===== src/rtl/operand_issue_stage.sv =====
// Operand issue stage: per-operand forwarding mux + immediate/register select, held in a 2-entry elastic buffer.
// Latency: one cycle from accept to out_valid; one set per cycle sustained while out_ready is high.
// Backpressure: in_ready = !skid_valid (registered only); one stalled cycle is absorbed by the skid register.
//
// Ports:
//   clk, rst_n, flush          clock, async active-low reset, synchronous flush
//   in_valid/in_ready          upstream handshake for one operand set
//   immediate, operandA/B      immediate and register-file read values
//   sourceSelect               [1] A-side uses register (else imm), [0] B-side uses register (else imm)
//   fwdSelA/B, fwdData         0 = register file, k in 1..NUM_FWD = fwdData slice k-1, larger = register file
//   out_valid/out_ready        downstream (ALU) handshake
//   resultA/B                  registered selected operands
//   occupancy                  number of entries held (0..2)
module operand_issue_stage #(
  parameter int WIDTH   = 32,
  parameter int NUM_FWD = 2,
  localparam int FSW    = $clog2(NUM_FWD + 1)
) (
  input  logic                     clk,
  input  logic                     rst_n,
  input  logic                     flush,
  input  logic                     in_valid,
  output logic                     in_ready,
  input  logic [WIDTH-1:0]         immediate,
  input  logic [WIDTH-1:0]         operandA,
  input  logic [WIDTH-1:0]         operandB,
  input  logic [1:0]               sourceSelect,
  input  logic [FSW-1:0]           fwdSelA,
  input  logic [FSW-1:0]           fwdSelB,
  input  logic [NUM_FWD*WIDTH-1:0] fwdData,
  output logic                     out_valid,
  input  logic                     out_ready,
  output logic [WIDTH-1:0]         resultA,
  output logic [WIDTH-1:0]         resultB,
  output logic [1:0]               occupancy
);

  // State value doubles as the occupancy count.
  typedef enum logic [1:0] {
    EMPTY = 2'd0,
    ONE   = 2'd1,
    FULL  = 2'd2
  } state_t;

  state_t           state;
  logic [WIDTH-1:0] out_a, out_b;
  logic [WIDTH-1:0] skid_a, skid_b;
  logic [WIDTH-1:0] fwd_a, fwd_b;
  logic [WIDTH-1:0] sel_a, sel_b;
  logic             accept, consume;

  // Forwarding mux: unmatched select codes (0 or out of range) fall back to the register value.
  always_comb begin
    fwd_a = operandA;
    fwd_b = operandB;
    for (int k = 1; k <= NUM_FWD; k++) begin
      if (fwdSelA == FSW'(k)) fwd_a = fwdData[(k-1)*WIDTH +: WIDTH];
      if (fwdSelB == FSW'(k)) fwd_b = fwdData[(k-1)*WIDTH +: WIDTH];
    end
  end

  // Immediate path bypasses forwarding entirely.
  assign sel_a = sourceSelect[1] ? fwd_a : immediate;
  assign sel_b = sourceSelect[0] ? fwd_b : immediate;

  assign in_ready  = (state != FULL);
  assign out_valid = (state != EMPTY);
  assign occupancy = state;
  assign resultA   = out_a;
  assign resultB   = out_b;

  assign accept  = in_valid && in_ready;
  assign consume = out_valid && out_ready;

  always_ff @(posedge clk or negedge rst_n) begin
    if (!rst_n) begin
      state  <= EMPTY;
      out_a  <= '0;
      out_b  <= '0;
      skid_a <= '0;
      skid_b <= '0;
    end else if (flush) begin
      // Data registers keep their contents; only validity is dropped.
      state <= EMPTY;
    end else begin
      case (state)
        EMPTY: begin
          if (accept) begin
            out_a <= sel_a;
            out_b <= sel_b;
            state <= ONE;
          end
        end
        ONE: begin
          if (accept && consume) begin
            out_a <= sel_a;
            out_b <= sel_b;
          end else if (accept) begin
            skid_a <= sel_a;
            skid_b <= sel_b;
            state  <= FULL;
          end else if (consume) begin
            state <= EMPTY;
          end
        end
        FULL: begin
          if (consume) begin
            out_a <= skid_a;
            out_b <= skid_b;
            state <= ONE;
          end
        end
        default: state <= EMPTY;
      endcase
    end
  end

endmodule


===== config.mk =====
export PLATFORM = sky130hd
export DESIGN_NAME = operand_issue_stage
export DESIGN_NICKNAME = d
export VERILOG_FILES = /design/src/rtl/operand_issue_stage.sv
export SDC_FILE = /design/constraint.sdc
export NUM_CORES = 1
export LEC_CHECK = 0
export CORE_UTILIZATION = 45
export CTS_CLUSTER_SIZE = 8
export DETAILED_ROUTE_END_ITERATION = 6
export PLACE_DENSITY = 0.81
export SLEW_MARGIN = 25
export SYNTH_ARGS = -nofsm -noshare
export SYNTH_HDL_FRONTEND = slang
export SYNTH_SLANG_ARGS = --single-unit

===== constraint.sdc =====
create_clock -name clk -period 3.84 [get_ports clk]
set_clock_uncertainty 0.1 [all_clocks]
set_input_delay 0.576 -clock clk [delete_from_list [all_inputs] [get_ports clk]]
set_output_delay 0.576 -clock clk [all_outputs]
set_load 0.005 [all_outputs]

==> results.toml, run 1 <==
[run_status]
run_status = "finished, violations left"
violations = "DRC"

[cts]
clockBufferDepth = 2
cts_setup_buffers = 0
cts_tree = "yes"
clock-root-buffer = "clkbuf_16"
clkTransAtPathRegs_ps = 60
cts.sinks = 130
insertion_delay_ps = 410
cts_htree_levels = 4
cts_buffers = 17
cts_hold_buf = 0
post_cts_resized = 0

[critical_path]
crit_arrival_ps = 2810
reg2regPathDepth = 5
critPathKind = "input pin to flop"
critical-path-top-delay-family = "buffers and inverters"
start_kind = "input pin"
crit_path_top_delay_cell = "and2_1"
cp.depth = 6
worst_ep_required_time_ps = 4100
critPathBufInv = 2
end_kind = "flop"
worst-path-max-fanout = 18
crit_path_max_incr_delay_ps = 630
cp_cell_sequence = "clkdlybuf4s50_1 -> and2_1 -> buf_4 -> a222oi_1 -> a221oi_1 -> a21o_1"

[placement]
gp_congestion = 0.798
port_buffers = 238
hpwl_um = 16100
dp_cells = 1144

[timing]
hold_viol_final = 0
fmax_ghz = 0.392
min_period_over_period_pct = 66.4
rsz0062_at_grt = "false"
period_minus_slack_ps = 2550
setup_violations = 0
maxSlewViolCount = 0
setup_tns_ps = 0
slew_headroom_pct = 42.1
tightest_slew_ps = 868

[yosys]
ys_seq_area_share_pct = 41.1
synthCells = 746
syn_nets = 917
syn_area_per_cell_um2 = 10.6
netlist.area_leader.share_pct = 41.1
syn_area_um2 = 7910
synth_seq_cells = 130
yosysMostFrequentCell = "dfrtp_1"
ys.flop_type = "dfrtp_1"
synth.top_cells.by_count = "130 x dfrtp_1, 66 x a21oi_1, 66 x nand2_1"
yosys.area.top_type = "dfrtp_1"
synth_edf_count = 0
async_reset_ff_share_pct = 100
ys_top_cells_by_area = "dfrtp_1 41%, mux2_4 10%, a222oi_1 8.1%, mux2_2 7.3%, a221oi_1 7.1%"
yosysWarnings = 0
synth_cell_types = 26

[final_layout]
fin_cells = 1176
utilization_pct = 63.4
fill_cells = 1348
nets = 1109
area_growth_pct = 38.2
antenna_cells = 0
drive_above_1_share_pct = 17.7

[route]
vias_per_cell = 6.34
ant_nets = 0
first_iter_violations = 767
dr.pass1.iters = 7
drt-wirelength-per-cell_um = 21.3
drc = 13
via_count = 7451
postRouteWirelength_um = 25000

[min_path]
hold_path.class = "input pin to asynchronous set/reset pin"

[global_route]
grt_usage_pct = 28.0
grt_max_degree = 97
antenna_found_initial = 0
grt-ovfl-total = 0
grt_pass1_wl_um = 39500
grt_pass1_vias = 7499

[power]
p_clk_share_pct = 32.3
irDropWorstVdd_v = 0.000323
p_int_mw = 3.43
pwr-share-comb_pct = 27.2
p_seq_share_pct = 40.5
p_sw_share_pct = 28.1
power.switching_mw = 1.34
leakagePower_nw = 4.69
power_density_nw_per_um2 = 436

[die]
core_um2 = 17200
start_util_pct = 45.9
pin_count = 239
dieWidth_um = 135
die-area_um2 = 18100
die-height_um = 135
num_rows = 48

[flow_run]
drv_cap = 0
area by class of cell:
type / count / area [um2] / share of cell area, %
Inverter: 2 / 7.51 / 0.0687
Clock buffer: 21 / 480 / 4.40
Clock inverter: 11 / 85.1 / 0.778
Tap cell: 225 / 282 / 2.58
Multi-Input combinational cell: 532 / 4270 / 39.1
Sequential cell: 130 / 3250 / 29.8
Timing Repair Buffer: 255 / 2550 / 23.3
power groups by stage:
stage / Clock, mW / Sequential [mW] / Combinational (mW)
floorplan: 0 / 1.90 / 0.633
detailed placement: 0 / 1.93 / 1.29
finish: 1.54 / 1.93 / 1.30
global placement: 0 / 1.93 / 1.26
global route: 1.61 / 1.96 / 1.41
CTS: 1.55 / 1.92 / 1.30
metrics by stage:
stage	hold slack, ps	power [mW]	cell area (um2)	setup WS, ps
after global routing	211	4.98	10900	1180
after CTS	190	4.77	10900	1340
after global placement	359	3.19	10400	1030
after floorplan	180	2.53	7910	1820
final	137	4.76	10900	1290
after detailed placement	365	3.23	10400	948
state kept, by name (all words and copies together) (netlist names):
name	cells
skid_a	32
resultB	32
resultA	32
skid_b	32
occupancy	2
cells in the final DEF (no fill, tap or decap), types with 2 or more instances in the layout:
cell,count
a21o_1,64
a21oi_1,66
a221oi_1,64
a222oi_1,64
and2_1,2
buf_12,4
buf_4,15
clkbuf_16,17
clkbuf_8,4
clkdlybuf4s50_1,234
clkinv_2,8
clkinvlp_4,2
dfrtp_1,130
mux2_1,23
mux2_2,51
mux2_4,54
nand2_1,65
nor2_1,65
nor2b_2,2
or2_2,3
worst reg2reg max path, stage by stage (launching register included):
cell	delay, ps
dfrtp_1	430
and3b_2	260
buf_4	620
nand2_1	180
a221oi_1	390
a21o_1	120
final timing paths:
kind,start,endpoint,slack (ps)
setup / recovery,sourceSelect[1],resultA[11]$_DFFE_PN0P_,1290
hold / removal,rst_n,skid_a[1]$_DFFE_PN0P_,140
setup reg to reg,occupancy[0]$_DFFE_PN0P_,resultB[6]$_DFFE_PN0P_,1670
hold reg to reg,resultA[28]$_DFFE_PN0P_,resultA[28]$_DFFE_PN0P_,370
max in group asynchronous,rst_n,resultB[18]$_DFFE_PN0P_,2610
min in group clk,resultA[28]$_DFFE_PN0P_,resultA[28]$_DFFE_PN0P_,370
kinds of logic (layout without fill, tap and decap cells):
group / Yosys count / in the layout / share of synthesized area, %
compound gates: 260 / 260 / 25.6
simple gates: 144 / 144 / 7.34
flops: 130 / 130 / 41.1
mux: 128 / 128 / 20.8
buf+inv: 84 / 289 / 5.08
metal layers:
layer	vias up	wire length [um]	global-route usage (%)	share of wire, %
li1	3295	-	-	-
met1	3704	10200	35.3	41
met2	382	12300	45.7	49
met3	70	1660	5.48	6.6
met4	0	862	14.2	3.4
met5	-	0	0	0
Note: power is estimated with default switching activity, not from simulation.
==> run 2: changes to the inputs <==
CORE_UTILIZATION = 43   (was 45)
clock period = 2.1 ns   (was 3.84 ns; I/O delays follow)
==> results.toml, run 2 (synthesis gave the netlist of run 1 again) <==
[run_status]
run_status = "finished, violations left"
violations = "DRC"

[critical_path]
critPathBufInv = 1
regToRegStartpoint = "occupancy[1]$_DFFE_PN0P_"
worst-path-max-fanout = 7
end_kind = "primary output"
cp-startpoint = "occupancy[1]$_DFFE_PN0P_"
worst_ep_required_time_ps = 1680
endpoint = "out_valid"
r2r_end = "skid_a[29]$_DFFE_PN0P_"
crit_path_top_delay_cell = "dfrtp_2"
crit_path_max_incr_delay_ps = 450
start_kind = "flop"
reg2regPathDepth = 8
critical-path-top-delay-family = "flip-flops"
rrSetupSlack_ps = 180
cp_cell_sequence = "or2_2 -> clkdlybuf4s50_1"
crit_arrival_ps = 1620
cp.depth = 2
critPathKind = "flop to primary output"

[cts]
cts_tree = "yes"
clkTransAtPathRegs_ps = 60
cts_htree_levels = 4
insertion_delay_ps = 420
cts_buffers = 17
clock-root-buffer = "clkbuf_16"
cts.sinks = 130
clockBufferDepth = 2

[final_layout]
layout_commonest_cell = "clkdlybuf4s50_1"
fin_cells = 1246
area_growth_pct = 47.8
drive_above_1_share_pct = 22.7
antenna_cells = 0
nets = 1177
mostFrequentLayoutCells = "234 x clkdlybuf4s50_1, 129 x dfrtp_1, 66 x a21oi_1, 65 x nand2_1, 65 x nor2_1"
utilization_pct = 65.1

[route]
drc = 8
via_count = 7810
drt-wirelength-per-cell_um = 21.1
first_iter_violations = 1103
postRouteWirelength_um = 26300
vias_per_cell = 6.27
ant_nets = 0
dr.pass1.iters = 7

[global_route]
antenna_found_initial = 0
grt-ovfl-total = 0
grt_pass1_vias = 7838
grt_pass1_wl_um = 40800
grt_max_degree = 51
grt_usage_pct = 28.1

[timing]
hold_viol_final = 0
rsz0062_at_grt = "false"
maxSlewViolCount = 0
fmax_ghz = 0.492
setup_violations = 0
min_period_over_period_pct = 96.7
period_minus_slack_ps = 2030
setup_tns_ps = 0
slew_headroom_pct = 63.3
tightest_slew_ps = 550

[die]
start_util_pct = 44.0
core_um2 = 18000
pin_count = 239
die-area_um2 = 18900
num_rows = 49
dieWidth_um = 138
die-height_um = 138

[min_path]
hold_path.class = "input pin to asynchronous set/reset pin"

[placement]
port_buffers = 238
dp_cells = 1214
gp_congestion = 0.847
hpwl_um = 18000

[power]
power_density_nw_per_um2 = 752
leakagePower_nw = 5.09
irDropWorstVdd_v = 0.000604

[flow_run]
drv_cap = 0
-- run 2: cell types whose count changed in the layout (fill, tap and decap cells not counted), sizes merged --
cell / previous run / this run
clkinvlp: 2 / 0
clkbuf: 21 / 24
clkinv: 8 / 6
dlygate4sd3: 0 / 1
bufinv: 1 / 0
buf: 21 / 88
-- run 2: metrics by stage --
stage	area, um2	setup slack [ps]	hold slack (ps)	power, mW
finish	11700	69.5	275	8.79
global route	11700	3.12	302	9.20
CTS	11700	36.4	269	8.81
detailed placement	11100	-115	155	6.12
global placement	11100	-136	151	6.02
floorplan	7910	344	-80.6	4.63
-- run 2: where the power goes --
part           switching (mW)  leakage, nW  internal, mW  total [mW]
Combinational            1.03         3.25          1.56        2.59
Clock                    1.04        0.271          1.64        2.67
Sequential              0.394         1.57          3.14        3.53
Total                    2.46         5.09          6.33        8.79
-- run 2: how the worst min path moves through the flow --
| stage | end | slack, ps | cells past startpoint |
|---|---|---|---|
| after floorplan | occupancy[0]$_DFFE_PN0P_ | -80 | 0 |
| after global placement | resultA[30]$_DFFE_PN0P_ | 150 | 1 |
| after CTS | skid_b[1]$_DFFE_PN0P_ | 270 | 2 |
| final | skid_b[1]$_DFFE_PN0P_ | 280 | 2 |
| after global routing | resultA[30]$_DFFE_PN0P_ | 300 | 2 |
| after detailed placement | resultA[30]$_DFFE_PN0P_ | 150 | 1 |
-- run 2: metal layers --
metal  vias up  GRT usage, %  wire, um
met2       466          45.9     12800
li1       3421             -         -
met1      3840          35.3     10400
met5         -             0         0
met3        83          5.37      2150
met4         0          14.7       871
-- run 2: cell type report --
type / instances / area [um2]
Multi-Input combinational cell: 532 / 4270
Clock inverter: 6 / 30.0
Fill cell: 1385 / 6270
Inverter: 2 / 7.51
Timing Repair Buffer: 323 / 3340
Sequential cell: 130 / 3250
Tap cell: 229 / 287
Clock buffer: 24 / 502
-- run 2: repair_timing --
item	CTS	global route
hold buffers	1	0
endpoints found under the hold margin	36	0
endpoints found under the setup margin	0	1
gates resized for setup	0	1
setup buffers	0	1
==> run 3: changes to the inputs <==
CORE_UTILIZATION = 45   (was 43)
DONT_BUFFER_PORTS = 1   (was unset)
PLACE_DENSITY = 0.66   (was 0.81)
==> results.toml, run 3 (synthesis gave the netlist of run 1 again) <==
[final_layout]
fin_cells = 935
drive_above_1_share_pct = 22.1
mostFrequentLayoutCells = "130 x dfrtp_1, 66 x a21oi_1, 65 x nand2_1, 65 x nor2_1"
nets = 869
layout_commonest_cell = "dfrtp_1"
area_growth_pct = 8.53
fin_area_um2 = 8580
antenna_cells = 0

[timing]
period_minus_slack_ps = 1880
hold_viol_final = 130
fmax_ghz = 0.531
setup_violations = 0
setup_ws_ps = 216
holdWs_ps = -500
setup_tns_ps = 0
rsz0062_at_grt = "false"
maxSlewViolCount = 0
min_period_over_period_pct = 89.7
tightest_slew_ps = 1000
slew_headroom_pct = 33.0

[die]
num_rows = 48
core_um2 = 17200
die-height_um = 135
start_util_pct = 45.9
dieWidth_um = 135
die-area_um2 = 18100
pin_count = 239

[cts]
clockBufferDepth = 2
clock-root-buffer = "clkbuf_16"
cts_tree = "yes"
cts_hold_buf = 1
cts_htree_levels = 4
cts_buffers = 17
insertion_delay_ps = 420
clkTransAtPathRegs_ps = 60
cts.sinks = 130
post_cts_resized = 0

[route]
postRouteWirelength_um = 22800
dr.pass1.iters = 7
drc = 5
first_iter_violations = 681
vias_per_cell = 6.89
ant_nets = 0
drt-wirelength-per-cell_um = 24.4
via_count = 6445

[critical_path]
regToRegStartpoint = "occupancy[1]$_DFFE_PN0P_"
worst-path-max-fanout = 53
worst_ep_required_time_ps = 2310
crit_arrival_ps = 2090
critPathKind = "flop to flop"
rrSetupSlack_ps = 220
cp-startpoint = "occupancy[1]$_DFFE_PN0P_"
end_kind = "flop"
start_kind = "flop"
reg2regPathDepth = 5
r2r_end = "resultA[5]$_DFFE_PN0P_"

[global_route]
antenna_found_initial = 0
grt_max_degree = 131
grt_usage_pct = 25.4
grt-ovfl-total = 0
grt_pass1_wl_um = 35400
grt_pass1_vias = 6814

[placement]
placed_cell_area_um2 = 7980
port_buffers = 0
dp_cells = 903
gp_congestion = 0.809
dp_slack_ps = 75.5
hpwl_um = 14500

[flow_run]
drv_cap = 0

[run_status]
run_status = "finished, violations left"
violations = "DRC, hold timing"

[power]
irDropWorstVdd_v = 0.000570
leakagePower_nw = 3.76
power_density_nw_per_um2 = 920

[min_path]
hold_path.class = "input pin to asynchronous set/reset pin"
## run 3: worst max-delay path, cell delays in order (launching register included)
cell	delay (ps)
dfrtp_1	470
nor2b_1	320
a21oi_1	120
or2_2	320
buf_12	210
a21o_1	210
## run 3: area by class of cell
| cell class | instances | area (um2) |
|---|---|---|
| Tap cell | 225 | 282 |
| Sequential cell | 130 | 3250 |
| Clock inverter | 10 | 134 |
| Fill cell | 1575 | 8650 |
| Inverter | 2 | 7.51 |
| Multi-Input combinational cell | 532 | 4280 |
| Timing Repair Buffer | 15 | 165 |
| Clock buffer | 21 | 460 |
## run 3: routing by layer
| metal | GRT usage, % | vias up | part of all wire, % |
|---|---|---|---|
| li1 | - | 2804 | - |
| met1 | 29.9 | 3222 | 37 |
| met2 | 42.5 | 376 | 49 |
| met3 | 8.03 | 43 | 11 |
| met4 | 11.0 | 0 | 2.5 |
| met5 | 0 | - | 0 |
## run 3: power breakdown
| part | internal, mW | switching, mW |
|---|---|---|
| Combinational | 0.713 | 0.592 |
| Clock | 1.92 | 1.08 |
| Sequential | 3.14 | 0.455 |
| Total | 5.77 | 2.13 |
## run 3: how the worst max path moves through the flow
stage / end / slack (ps) / cells after the start
finish: resultA[5]$_DFFE_PN0P_ / 220 / 5
CTS: resultB[10]$_DFFE_PN0P_ / 210 / 5
global placement: resultA[18]$_DFFE_PN0P_ / 130 / 4
detailed placement: resultA[29]$_DFFE_PN0P_ / 80 / 4
global route: skid_b[4]$_DFFE_PN0P_ / 70 / 5
floorplan: resultA[27]$_DFFE_PN0P_ / 340 / 6
## run 3: repair_timing
action / in CTS / in global routing
endpoints found under the hold margin: 133 / 130
endpoints found under the setup margin: 0 / 0
buffers inserted: 0 / 0
## run 3: per-stage QoR
step	util [%]	total power, mW	hold slack, ps
detailed placement	46.3	4.94	-75.7
global placement	46.3	4.85	-74.7
global route	49.8	8.30	-522
CTS	49.8	7.97	-526
floorplan	-	4.63	-80.6
finish	49.8	7.90	-500
